[config.mk]
export PLATFORM = sky130hd
export DESIGN_NAME = cnn_mac_pipe_flat
export DESIGN_NICKNAME = d
export VERILOG_FILES = /design/src/rtl/cnn_mac_pipe_if.sv /design/src/rtl/cnn_mac_pipe.sv /design/src/flat_wrapper.sv
export SDC_FILE = /design/constraint.sdc
export NUM_CORES = 1
export LEC_CHECK = 0
export CORE_AREA = 2 2 186 188
export CTS_CLUSTER_SIZE = 24
export DETAILED_ROUTE_END_ITERATION = 10
export DIE_AREA = 0 0 188 190
export GPL_TIMING_DRIVEN = 0
export PLACE_DENSITY = 0.49
export SLEW_MARGIN = 25
export SYNTH_ARGS = -nofsm -noshare
export SYNTH_HDL_FRONTEND = slang
export SYNTH_SLANG_ARGS = --single-unit
[constraint.sdc]
create_clock -name ap_clk -period 5.7 [get_ports ap_clk]
set_clock_uncertainty 0.15 [all_clocks]
set_input_delay 1.14 -clock ap_clk [delete_from_list [all_inputs] [get_ports ap_clk]]
set_output_delay 1.14 -clock ap_clk [all_outputs]
set_load 0.1 [all_outputs]
[src/rtl/cnn_mac_pipe_if.sv]
// rtl/cnn_mac_pipe_if.sv - operand/result bundle for cnn_mac_pipe; sat_flag exists only with CNN_MAC_PIPE_SAT_EN
interface cnn_mac_pipe_if #(
   parameter int DIN0_WIDTH = 14,
   parameter int DIN1_WIDTH = 6,
   parameter int ACC_WIDTH  = 28
);
   logic                         ce;
   logic                         din_valid;
   logic                         din_first;
   logic                         din_last;
   logic signed [DIN0_WIDTH-1:0] din0;
   logic signed [DIN1_WIDTH-1:0] din1;
   logic signed [ACC_WIDTH-1:0]  dout;
   logic                         dout_valid;
`ifdef CNN_MAC_PIPE_SAT_EN
   logic                         sat_flag;

   modport master (output ce, din_valid, din_first, din_last, din0, din1,
                   input  dout, dout_valid, sat_flag);
   modport slave  (input  ce, din_valid, din_first, din_last, din0, din1,
                   output dout, dout_valid, sat_flag);
`else
   modport master (output ce, din_valid, din_first, din_last, din0, din1,
                   input  dout, dout_valid);
   modport slave  (input  ce, din_valid, din_first, din_last, din0, din1,
                   output dout, dout_valid);
`endif
endinterface

[src/rtl/cnn_mac_pipe.sv]
// rtl/cnn_mac_pipe.sv - 3-stage signed MAC with first/last framing; CNN_MAC_PIPE_SAT_EN selects saturating add
module cnn_mac_pipe #(
   parameter int DIN0_WIDTH = 14,
   parameter int DIN1_WIDTH = 6,
   parameter int ACC_WIDTH  = 28
) (
   input logic           ap_clk,
   input logic           ap_rst_n,
   cnn_mac_pipe_if.slave bus
);
   localparam int PROD_WIDTH = DIN0_WIDTH + DIN1_WIDTH;

   logic signed [DIN0_WIDTH-1:0] s1_din0;
   logic signed [DIN1_WIDTH-1:0] s1_din1;
   logic                         s1_valid, s1_first, s1_last;
   logic signed [PROD_WIDTH-1:0] s2_prod;
   logic                         s2_valid, s2_first, s2_last;
   logic signed [ACC_WIDTH-1:0]  acc;
   logic                         s3_last;
   logic signed [ACC_WIDTH-1:0]  prod_ext, sum, acc_next;

`ifdef CNN_MAC_PIPE_SAT_EN
   localparam logic signed [ACC_WIDTH-1:0] ACC_MAX = {1'b0, {(ACC_WIDTH-1){1'b1}}};
   localparam logic signed [ACC_WIDTH-1:0] ACC_MIN = {1'b1, {(ACC_WIDTH-1){1'b0}}};
   logic ovf;
   logic sticky;
`endif

   always_comb begin
      prod_ext = ACC_WIDTH'(s2_prod);
      sum      = acc + prod_ext;
`ifdef CNN_MAC_PIPE_SAT_EN
      // same-sign operands producing an opposite-sign sum is the only overflow case
      ovf      = (acc[ACC_WIDTH-1] == prod_ext[ACC_WIDTH-1]) &&
                 (sum[ACC_WIDTH-1] != acc[ACC_WIDTH-1]);
      acc_next = ovf ? (acc[ACC_WIDTH-1] ? ACC_MIN : ACC_MAX) : sum;
`else
      acc_next = sum;
`endif
   end

   always_ff @(posedge ap_clk) begin
      if (!ap_rst_n) begin
         s1_din0        <= '0;
         s1_din1        <= '0;
         s1_valid       <= 1'b0;
         s1_first       <= 1'b0;
         s1_last        <= 1'b0;
         s2_prod        <= '0;
         s2_valid       <= 1'b0;
         s2_first       <= 1'b0;
         s2_last        <= 1'b0;
         acc            <= '0;
         s3_last        <= 1'b0;
         bus.dout       <= '0;
         bus.dout_valid <= 1'b0;
`ifdef CNN_MAC_PIPE_SAT_EN
         sticky         <= 1'b0;
         bus.sat_flag   <= 1'b0;
`endif
      end else if (bus.ce) begin
         s1_din0  <= bus.din0;
         s1_din1  <= bus.din1;
         s1_valid <= bus.din_valid;
         s1_first <= bus.din_valid & bus.din_first;
         s1_last  <= bus.din_valid & bus.din_last;

         s2_prod  <= s1_din0 * s1_din1;
         s2_valid <= s1_valid;
         s2_first <= s1_first;
         s2_last  <= s1_last;

         if (s2_valid) begin
            acc <= s2_first ? prod_ext : acc_next;
`ifdef CNN_MAC_PIPE_SAT_EN
            sticky <= s2_first ? 1'b0 : (sticky | ovf);
`endif
         end
         s3_last <= s2_last;

         // dout keeps the last frame result between pulses
         bus.dout_valid <= s3_last;
         if (s3_last) begin
            bus.dout <= acc;
`ifdef CNN_MAC_PIPE_SAT_EN
            bus.sat_flag <= sticky;
`endif
         end
      end
   end
endmodule

[src/flat_wrapper.sv]
// flat-port wrapper written by rule: the top's interface ports become plain ports
module cnn_mac_pipe_flat 
#(
   parameter int DIN0_WIDTH = 14,
   parameter int DIN1_WIDTH = 6,
   parameter int ACC_WIDTH  = 28
)
  (ap_clk, ap_rst_n, bus_ce, bus_din_valid, bus_din_first, bus_din_last, bus_din0, bus_din1, bus_dout, bus_dout_valid);
  cnn_mac_pipe_if #(.DIN0_WIDTH(DIN0_WIDTH), .DIN1_WIDTH(DIN1_WIDTH), .ACC_WIDTH(ACC_WIDTH)) bus_i ();
  input logic ap_clk;
  input logic ap_rst_n;
  input wire logic [$bits(bus_i.ce)-1:0] bus_ce;
  input wire logic [$bits(bus_i.din_valid)-1:0] bus_din_valid;
  input wire logic [$bits(bus_i.din_first)-1:0] bus_din_first;
  input wire logic [$bits(bus_i.din_last)-1:0] bus_din_last;
  input wire logic [$bits(bus_i.din0)-1:0] bus_din0;
  input wire logic [$bits(bus_i.din1)-1:0] bus_din1;
  output wire logic [$bits(bus_i.dout)-1:0] bus_dout;
  output wire logic [$bits(bus_i.dout_valid)-1:0] bus_dout_valid;
  assign bus_i.ce = bus_ce;
  assign bus_i.din_valid = bus_din_valid;
  assign bus_i.din_first = bus_din_first;
  assign bus_i.din_last = bus_din_last;
  assign bus_i.din0 = bus_din0;
  assign bus_i.din1 = bus_din1;
  assign bus_dout = bus_i.dout;
  assign bus_dout_valid = bus_i.dout_valid;
  cnn_mac_pipe #(.DIN0_WIDTH(DIN0_WIDTH), .DIN1_WIDTH(DIN1_WIDTH), .ACC_WIDTH(ACC_WIDTH)) u_core (.ap_clk(ap_clk), .ap_rst_n(ap_rst_n), .bus(bus_i));
endmodule
==> run summary, run 1 <==
### Critical path
• sky130_fd_sc_hd__fa_1 — cell seen most often among critical-path stages
• clkbuf_2 > and2_1 > fa_1 > inv_1 > fa_1 > inv_1 > fa_1 > fa_1 > ha_1 > a21o_1 > a21oi_1 > nor2b_1 > a21oi_1 > a311oi_1 > a41o_1 > o41a_1 > xnor2_1 > a21oi_1 — cells along the critical path
• 5.79 ns — critical path required time
• flop to flop — Worst Setup Path Type
• 0.56 ns — largest stage delay on the critical path
• 18 — cell count of the worst reg-to-reg path
• sky130_fd_sc_hd__fa_1 — Slowest-stage cell, CP
• 5.44 ns — arrival time of the worst setup path
• flop — Critical Path Start Type
• flop — type of destination of the critical path
• 10 — Crit Path Max Fanout

### Detailed routing
• 6375 — routed via count
• 0 — DRC Markers
• 4.45 — routed vias/inst
• 15.0 um — per-cell routed wire length
• 0 — antenna violation net count after detailed routing
• 221 — Detailed Route Iter0 Violations
• 4 — number of detailed-routing iterations run before antenna repair
• 21400 um — total wirelength of the detailed-routed design

### Placed design
• 17200 um — DPL Wire Length
• 0.820 — RD Place Congestion
• 53 — Buffers on Ports

### GRT
• 6566 — via count of the first global-routing pass
• 12.4% — overall fraction of global-route tracks in use
• 0 — global route overflow
• 35200 um — first-pass GRT wire length
• 2 — initial antenna violation count
• 20 — largest net degree at the start of global routing

### Timing
• 5.35 ns — final critical-path required period
• 0 — final-report hold violation count
• 1.01 ns — Tightest Pin Transition
• 0.187 GHz — maximum clock frequency
• 0 — Final setup viols
• 32.4% — remaining max-slew budget at the tightest pin
• 0 ns — Setup TNS Final
• no — setup repair after global routing missed its margin
• 93.9% — Period Utilization, post-route
• 0 — number of pins with negative max-slew slack in the final report

### Pwr
• 0.182 mV — peak supply drop
• 185 nW/um^2 — Pwr Density
• 19.1% — power share of the combinational group
• 43.7% — sequential share of power
• 30.2% — Switching Share
• 1.26 mW — internal power of the cells
• 0.544 mW — switching power total
• 37.2% — clock network power share
• 4.27 nW — leakage power summed over all cells

### Yosys
• 9.18 um^2 — synthesized area divided by synthesized cell count
• 907 — Synth Instances
• 25.0% — sequential-to-total area share from yosys stat
• 0 — number of synthesis warnings
• sky130_fd_sc_hd__dfxtp_1 — Top FF cell, synth
• 0 — number of synthesized flops with an enable pin
• 104 — Yosys reg bits
• 65 — number of unique standard cell types used by synthesis
• 1056 — net count after synthesis
• 8320 um^2 — Mapped Area
• 0% — fraction of registers with async set or reset after synthesis

### Die
• 68 — number of placement rows
• 33900 um^2 — core region area
• 190 um — Die Y-Extent
• 188 um — horizontal die dimension
• 24.5% — effective utilization at floorplan
• 55 — number of ports placed on the die boundary
• 35700 um^2 — total die area

### CTS
• sky130_fd_sc_hd__clkbuf_16 — buffer type at the clock tree root
• 9 — TritonCTS buffer count
• 0 — hold bufs inserted after CTS
• 104 — count of clock tree sinks
• 3 — Max H-tree Level
• built — clock tree from TritonCTS
• 0.37 ns — Worst-Skew Late Latency
• 2 — clock tree buffer depth
• 0.08 ns — Reg clk slew, reported paths

### Cells and area
• 2080 um^2 — total area of sequential cells
• 3639 — fill cell count
• 1120 — net total in the final layout
• 5920 um^2 — area of the multi-input gates
• 17.1% — area delta synth->final
• 4.41% — fraction of layout instances using a drive strength above 1
• 0 — antenna diode count
• 28.7% — post-layout utilization of the core

### Status
• completed — outcome

### Hold path
• 2 — hold path cells
• flop to flop — worst min-delay path category

### Run
• 0 — reported max-cap violation count

-- layout make-up --
cell class                      instances  area share (%)
Multi-Input combinational cell        719            60.8
Sequential cell                       104            21.4
Tap cell                              455            5.84
Timing Repair Buffer                   53            5.45
Clock buffer                            9            2.31
Buffer                                 43            1.71
Inverter                               41            1.58
Clock inverter                          7           0.899
-- synthesized netlist by cell type (12+ instances only) --
| cell | count | share of area (%) |
|---|---|---|
| sky130_fd_sc_hd__mux2i_1 | 46 | 5.5 |
| sky130_fd_sc_hd__o211ai_1 | 12 | 1.1 |
| sky130_fd_sc_hd__fa_1 | 59 | 14 |
| sky130_fd_sc_hd__o21ai_0 | 22 | 1.3 |
| sky130_fd_sc_hd__clkbuf_1 | 38 | 1.7 |
| sky130_fd_sc_hd__nor2_1 | 25 | 1.1 |
| sky130_fd_sc_hd__and2_1 | 71 | 5.3 |
| sky130_fd_sc_hd__a21oi_1 | 38 | 2.3 |
| sky130_fd_sc_hd__a21o_1 | 13 | 1.2 |
| sky130_fd_sc_hd__a21boi_0 | 34 | 3.1 |
| sky130_fd_sc_hd__nor2b_1 | 57 | 4.3 |
| sky130_fd_sc_hd__dfxtp_1 | 104 | 25 |
| sky130_fd_sc_hd__o211a_1 | 19 | 2.3 |
| sky130_fd_sc_hd__ha_1 | 64 | 9.6 |
| sky130_fd_sc_hd__nand2_1 | 105 | 4.7 |
| sky130_fd_sc_hd__xnor2_1 | 30 | 3.2 |
| sky130_fd_sc_hd__inv_1 | 41 | 1.8 |
-- per-layer routing --
| layer | vias up | GRT usage, % | part of all wire, % | wire length, um |
|---|---|---|---|---|
| met4 | 0 | 2.57 | 0.68 | 145 |
| li1 | 3244 | - | - | - |
| met3 | 9 | 2.10 | 3.4 | 722 |
| met5 | - | 0 | 0 | 0 |
| met2 | 68 | 21.1 | 47 | 10200 |
| met1 | 3054 | 16.5 | 49 | 10400 |
-- placed cells by master, fill, tap and decap left out, types with 38 or more instances in the layout --
| master | n |
|---|---|
| sky130_fd_sc_hd__nand2_1 | 105 |
| sky130_fd_sc_hd__clkdlybuf4s50_1 | 53 |
| sky130_fd_sc_hd__dfxtp_1 | 103 |
| sky130_fd_sc_hd__ha_1 | 64 |
| sky130_fd_sc_hd__fa_1 | 59 |
| sky130_fd_sc_hd__inv_1 | 41 |
| sky130_fd_sc_hd__and2_1 | 71 |
| sky130_fd_sc_hd__a21oi_1 | 38 |
| sky130_fd_sc_hd__nor2b_1 | 57 |
| sky130_fd_sc_hd__mux2i_1 | 46 |
-- kinds of logic after synthesis --
kind of cell | Yosys count | share of synthesized area, %
compound gates | 195 | 17.8
xor+xnor | 37 | 3.89
fa+ha+maj | 123 | 23.8
buf+inv | 84 | 3.79
flops | 104 | 25.0
mux | 47 | 5.67
simple gates | 317 | 20.1
-- state kept, by name (all words and copies together), names as in the netlist --
name,flops
u_core.bus.dout,28
u_core.s2_last,1
u_core.s2_valid,1
u_core.s1_din1,6
u_core.acc,28
u_core.s3_last,1
u_core.s2_first,1
u_core.s2_prod,20
u_core.s1_first,1
u_core.s1_last,1
u_core.s1_din0,14
u_core.bus.dout_valid,1
u_core.s1_valid,1
-- critical path, delay by kind of cell, from the launching register on --
| kind | cells | cell delay, ns |
|---|---|---|
| XOR/XNOR | 1 | 0.26 |
| adder cells (fa/ha/maj) | 5 | 2.32 |
| AO/OA/AOI/OAI | 7 | 1.47 |
| buffers and inverters | 3 | 0.35 |
| flip-flops | 1 | 0.40 |
| AND/OR/NAND/NOR | 2 | 0.29 |
-- metrics by stage --
stage	cells	total power, mW	area (um^2)	hold slack [ns]	setup WS, ns
after floorplan	907	1.05	8320	0.304	0.933
after global placement	1415	1.15	9420	0.305	0.0601
after detailed placement	1415	1.15	9420	0.308	0.0154
after CTS	1431	1.84	9730	0.318	0.0149
after global routing	1431	1.91	9740	0.340	0.00973
final	1431	1.80	9740	0.313	0.345
-- worst paths after layout --
check	startpoint	endpoint	slack (ns)
worst max register to register	u_core.s1_din1[2]	u_core.s2_prod[19]	0.35
worst min-delay path	u_core.bus.dout[18]	u_core.bus.dout[18]	0.31
worst max-delay path	u_core.s1_din1[2]	u_core.s2_prod[19]	0.35
worst min register to register	u_core.bus.dout[18]	u_core.bus.dout[18]	0.31
-- what timing repair did --
| item | 4_1_cts | 5_1_grt |
|---|---|---|
| endpoints found under the setup margin | 0 | 2 |
| setup buffers | 0 | 0 |
| resized for setup | 0 | 10 |
-- power groups by stage --
| stage | combinational [mW] | sequential [mW] | clock (mW) |
|---|---|---|---|
| after global routing | 0.394 | 0.793 | 0.725 |
| after CTS | 0.351 | 0.788 | 0.700 |
| after floorplan | 0.260 | 0.788 | 0 |
| after global placement | 0.346 | 0.805 | 0 |
| after detailed placement | 0.347 | 0.805 | 0 |
| final | 0.344 | 0.788 | 0.670 |
Power figures use the tool's default switching activity.
==> inputs of run 2 (changes only) <==
--- a/config.mk
+++ b/config.mk
@@ -7,8 +7,10 @@
 export LEC_CHECK = 0
-export CORE_AREA = 2 2 186 188
+export ABC_AREA = 1
+export CORE_AREA = 2 2 187 189
 export CTS_CLUSTER_SIZE = 24
 export DETAILED_ROUTE_END_ITERATION = 10
-export DIE_AREA = 0 0 188 190
+export DIE_AREA = 0 0 189 191
 export GPL_TIMING_DRIVEN = 0
 export PLACE_DENSITY = 0.49
+export RECOVER_POWER = 50
 export SLEW_MARGIN = 25
==> constraint.sdc (replaced) <==
create_clock -name ap_clk -period 5.7 [get_ports ap_clk]
set_clock_uncertainty 0.15 [all_clocks]
set_input_delay 1.425 -clock ap_clk [delete_from_list [all_inputs] [get_ports ap_clk]]
set_output_delay 1.425 -clock ap_clk [all_outputs]
set_load 0.1 [all_outputs]
==> run summary, run 2 <==
### Pwr
• 39.0% — sequential share of power
• 2.11 mW — sum of internal, switching and leakage power
• 214 nW/um^2 — Pwr Density
• 0.764 mW — switching power total
• 29.6% — power share of the combinational group
• 31.4% — clock network power share
• 1.34 mW — internal power of the cells
• 5.15 nW — leakage power summed over all cells
• 36.3% — Switching Share
• 0.136 mV — peak supply drop

### Cells and area
• 2080 um^2 — total area of sequential cells
• u_core.acc: 28 flops, u_core.bus.dout: 28 flops, u_core.s2_prod: 20 flops — registers with the most flip-flops
• 0 — antenna diode count
• sky130_fd_sc_hd__nand2_1 (254), sky130_fd_sc_hd__inv_1 (196), sky130_fd_sc_hd__nor2_1 (171) — leading cell types in the layout, fill and taps excluded
• sky130_fd_sc_hd__nand2_1 — most common library cell in the layout ignoring fill and taps
• 3795 — fill cell count
• 16.5% — area delta synth->final
• 1437 — net total in the final layout
• 2.47% — fraction of layout instances using a drive strength above 1
• 5460 um^2 — area of the multi-input gates

### Yosys
• sky130_fd_sc_hd__dfxtp_1 (25%), sky130_fd_sc_hd__fa_1 (14%), sky130_fd_sc_hd__nand2_1 (11%) — synth top area cells
• 6.90 um^2 — synthesized area divided by synthesized cell count
• sky130_fd_sc_hd__nand2_1 — leading cell type by number of instances after synthesis
• 1374 — net count after synthesis
• sky130_fd_sc_hd__dfxtp_1 — Top FF cell, synth
• 0 — number of synthesized flops with an enable pin
• sky130_fd_sc_hd__dfxtp_1 — area leader, netlist
• 104 — Yosys reg bits
• 24.6% — post-synth top area share
• 0 — number of synthesis warnings
• sky130_fd_sc_hd__nand2_1 (254), sky130_fd_sc_hd__inv_1 (195), sky130_fd_sc_hd__nor2_1 (171) — leading post-synthesis cells by instance count
• 0% — fraction of registers with async set or reset after synthesis
• 37 — number of unique standard cell types used by synthesis
• 24.6% — sequential-to-total area share from yosys stat
• 1225 — Synth Instances
• 8450 um^2 — Mapped Area

### Critical path
• 5.14 ns — arrival time of the worst setup path
• u_core.s2_prod[16] — endpoint of the worst-slack reg-to-reg timing path
• 0.54 ns — largest stage delay on the critical path
• flop — type of destination of the critical path
• u_core.s1_din1[4] — critical register-to-register path startpoint
• 0.68 ns — reg-to-reg setup timing slack
• sky130_fd_sc_hd__fa_1 — Slowest-stage cell, CP
• flop to flop — Worst Setup Path Type
• clkbuf_1 > nand2_1 > fa_1 > fa_1 > inv_1 > fa_1 > fa_1 > inv_1 > fa_1 > inv_1 > nand3_1 > nand2_1 > a21oi_1 > o21bai_1 > nand3_1 > nand3_1 > nand3_1 > nand2_1 > inv_1 — cells along the critical path
• sky130_fd_sc_hd__fa_1 — cell seen most often among critical-path stages
• 10 — Crit Path Max Fanout
• 5.83 ns — critical path required time
• flop — Critical Path Start Type
• adder cells — cell family with most CP delay
• 5 — Crit path buffers/inverters
• 19 — cell count of the worst reg-to-reg path

### Die
• 191 um — Die Y-Extent
• 34100 um^2 — core region area
• 68 — number of placement rows
• 36100 um^2 — total die area
• 24.8% — effective utilization at floorplan
• 189 um — horizontal die dimension
• 55 — number of ports placed on the die boundary

### CTS
• 0.08 ns — Reg clk slew, reported paths
• 9 — TritonCTS buffer count
• 3 — Max H-tree Level
• 0 — buffers inserted by post-CTS timing repair
• 0 — count of instances resized after the clock tree is built
• 0.37 ns — Worst-Skew Late Latency
• 0 — hold bufs inserted after CTS
• 104 — count of clock tree sinks
• 2 — clock tree buffer depth
• sky130_fd_sc_hd__clkbuf_16 — buffer type at the clock tree root
• built — clock tree from TritonCTS

### Timing
• no — setup repair after global routing missed its margin
• 0 — Final setup viols
• 1.03 ns — Tightest Pin Transition
• 0 — number of pins with negative max-slew slack in the final report
• 0 ns — Setup TNS Final
• 0.199 GHz — maximum clock frequency
• 0 — final-report hold violation count
• 88.1% — Period Utilization, post-route
• 31.4% — remaining max-slew budget at the tightest pin
• 5.02 ns — final critical-path required period

### Detailed routing
• met4 — top sig layer
• 881 um — met3 WL
• 7641 — routed via count
• 14.3 um — per-cell routed wire length
• 0 — antenna violation net count after detailed routing
• 5 — number of detailed-routing iterations run before antenna repair
• 11600 um — post-route met1 wirelength
• 25000 um — total wirelength of the detailed-routed design
• 12300 um — detailed-routed wire length on met2
• 0 — DRC Markers
• 4.37 — routed vias/inst
• 355 — Detailed Route Iter0 Violations

### GRT
• 40000 um — first-pass GRT wire length
• 7489 — via count of the first global-routing pass
• 14.2% — overall fraction of global-route tracks in use
• 19 — largest net degree at the start of global routing
• 0 — initial antenna violation count
• 0 — global route overflow

### Run
• 0 — reported max-cap violation count

### Hold path
• 2 — hold path cells
• u_core.s1_first — Endpoint, Worst Hold
• u_core.s1_first — start point of the worst hold path
• flop to flop — worst min-delay path category

### Placed design
• 52 — Buffers on Ports
• 20600 um — DPL Wire Length
• 0.878 — RD Place Congestion

### Status
• completed — outcome

-- run 2: cell count changes after synthesis, sizes merged, moves of 62 or more --
| cell | change |
|---|---|
| and2 | -70 |
| inv | +155 |
| o21ai | +80 |
| a21oi | +62 |
| nor2 | +149 |
| nand2 | +153 |
-- run 2: stage by stage --
stage / instance area (um^2) / utilization, % / setup slack [ns] / hold slack (ns) / std cells
finish: 9840 / 28.8 / 0.681 / 0.324 / 1748
global route: 9840 / 28.8 / 0.476 / 0.349 / 1748
CTS: 9850 / 28.9 / 0.621 / 0.323 / 1748
detailed placement: 9540 / 28.0 / 0.634 / 0.311 / 1732
global placement: 9540 / 28.0 / 0.638 / 0.306 / 1732
floorplan: 8450 / - / 1.25 / 0.291 / 1225
-- run 2: layout make-up --
type	instances	area share (%)
Buffer	41	1.70
Clock buffer	10	2.33
Timing Repair Buffer	52	5.29
Sequential cell	104	21.2
Tap cell	455	5.79
Clock inverter	6	0.826
Inverter	196	7.48
Multi-Input combinational cell	884	55.4
-- run 2: how the worst max path moves through the flow --
stage / from / cells past startpoint / endpoint
2_1_floorplan: u_core.s1_din1[4] / 19 / u_core.s2_prod[16]
3_3_place_gp: u_core.s1_din1[4] / 19 / u_core.s2_prod[16]
3_5_place_dp: u_core.s1_din1[4] / 19 / u_core.s2_prod[16]
4_1_cts: u_core.s1_din1[4] / 19 / u_core.s2_prod[16]
5_1_grt: u_core.s1_din1[4] / 19 / u_core.s2_prod[16]
6_report: u_core.s1_din1[4] / 19 / u_core.s2_prod[16]
-- run 2: worst min-delay path: cells and delay by family (launching register included) --
family / cells / cell delay [ns]
DFF: 1 / 0.32
and+or+nand+nor: 1 / 0.06
AOI/OAI and AO/OA: 1 / 0.06
-- run 2: per-layer routing --
layer  GRT usage [%]  up-vias
met2            25.4      117
met5               0        -
met3            2.39       15
met4            2.61        0
met1            17.9     3520
li1                -     3989
-- run 2: power by group through the flow --
stage | Clock, mW | Combinational [mW] | Sequential, mW
after floorplan | 0 | 0.410 | 0.885
after global routing | 0.714 | 0.710 | 0.828
after global placement | 0 | 0.625 | 0.838
after CTS | 0.682 | 0.635 | 0.822
final | 0.660 | 0.624 | 0.822
after detailed placement | 0 | 0.627 | 0.839
-- run 2: cells by family after synthesis --
group	Yosys count	synth area share, %
buf+inv	237	10.7
compound gates	230	14.2
simple gates	506	24.4
xor+xnor	25	2.59
flops	104	24.6
fa+ha+maj	123	23.5
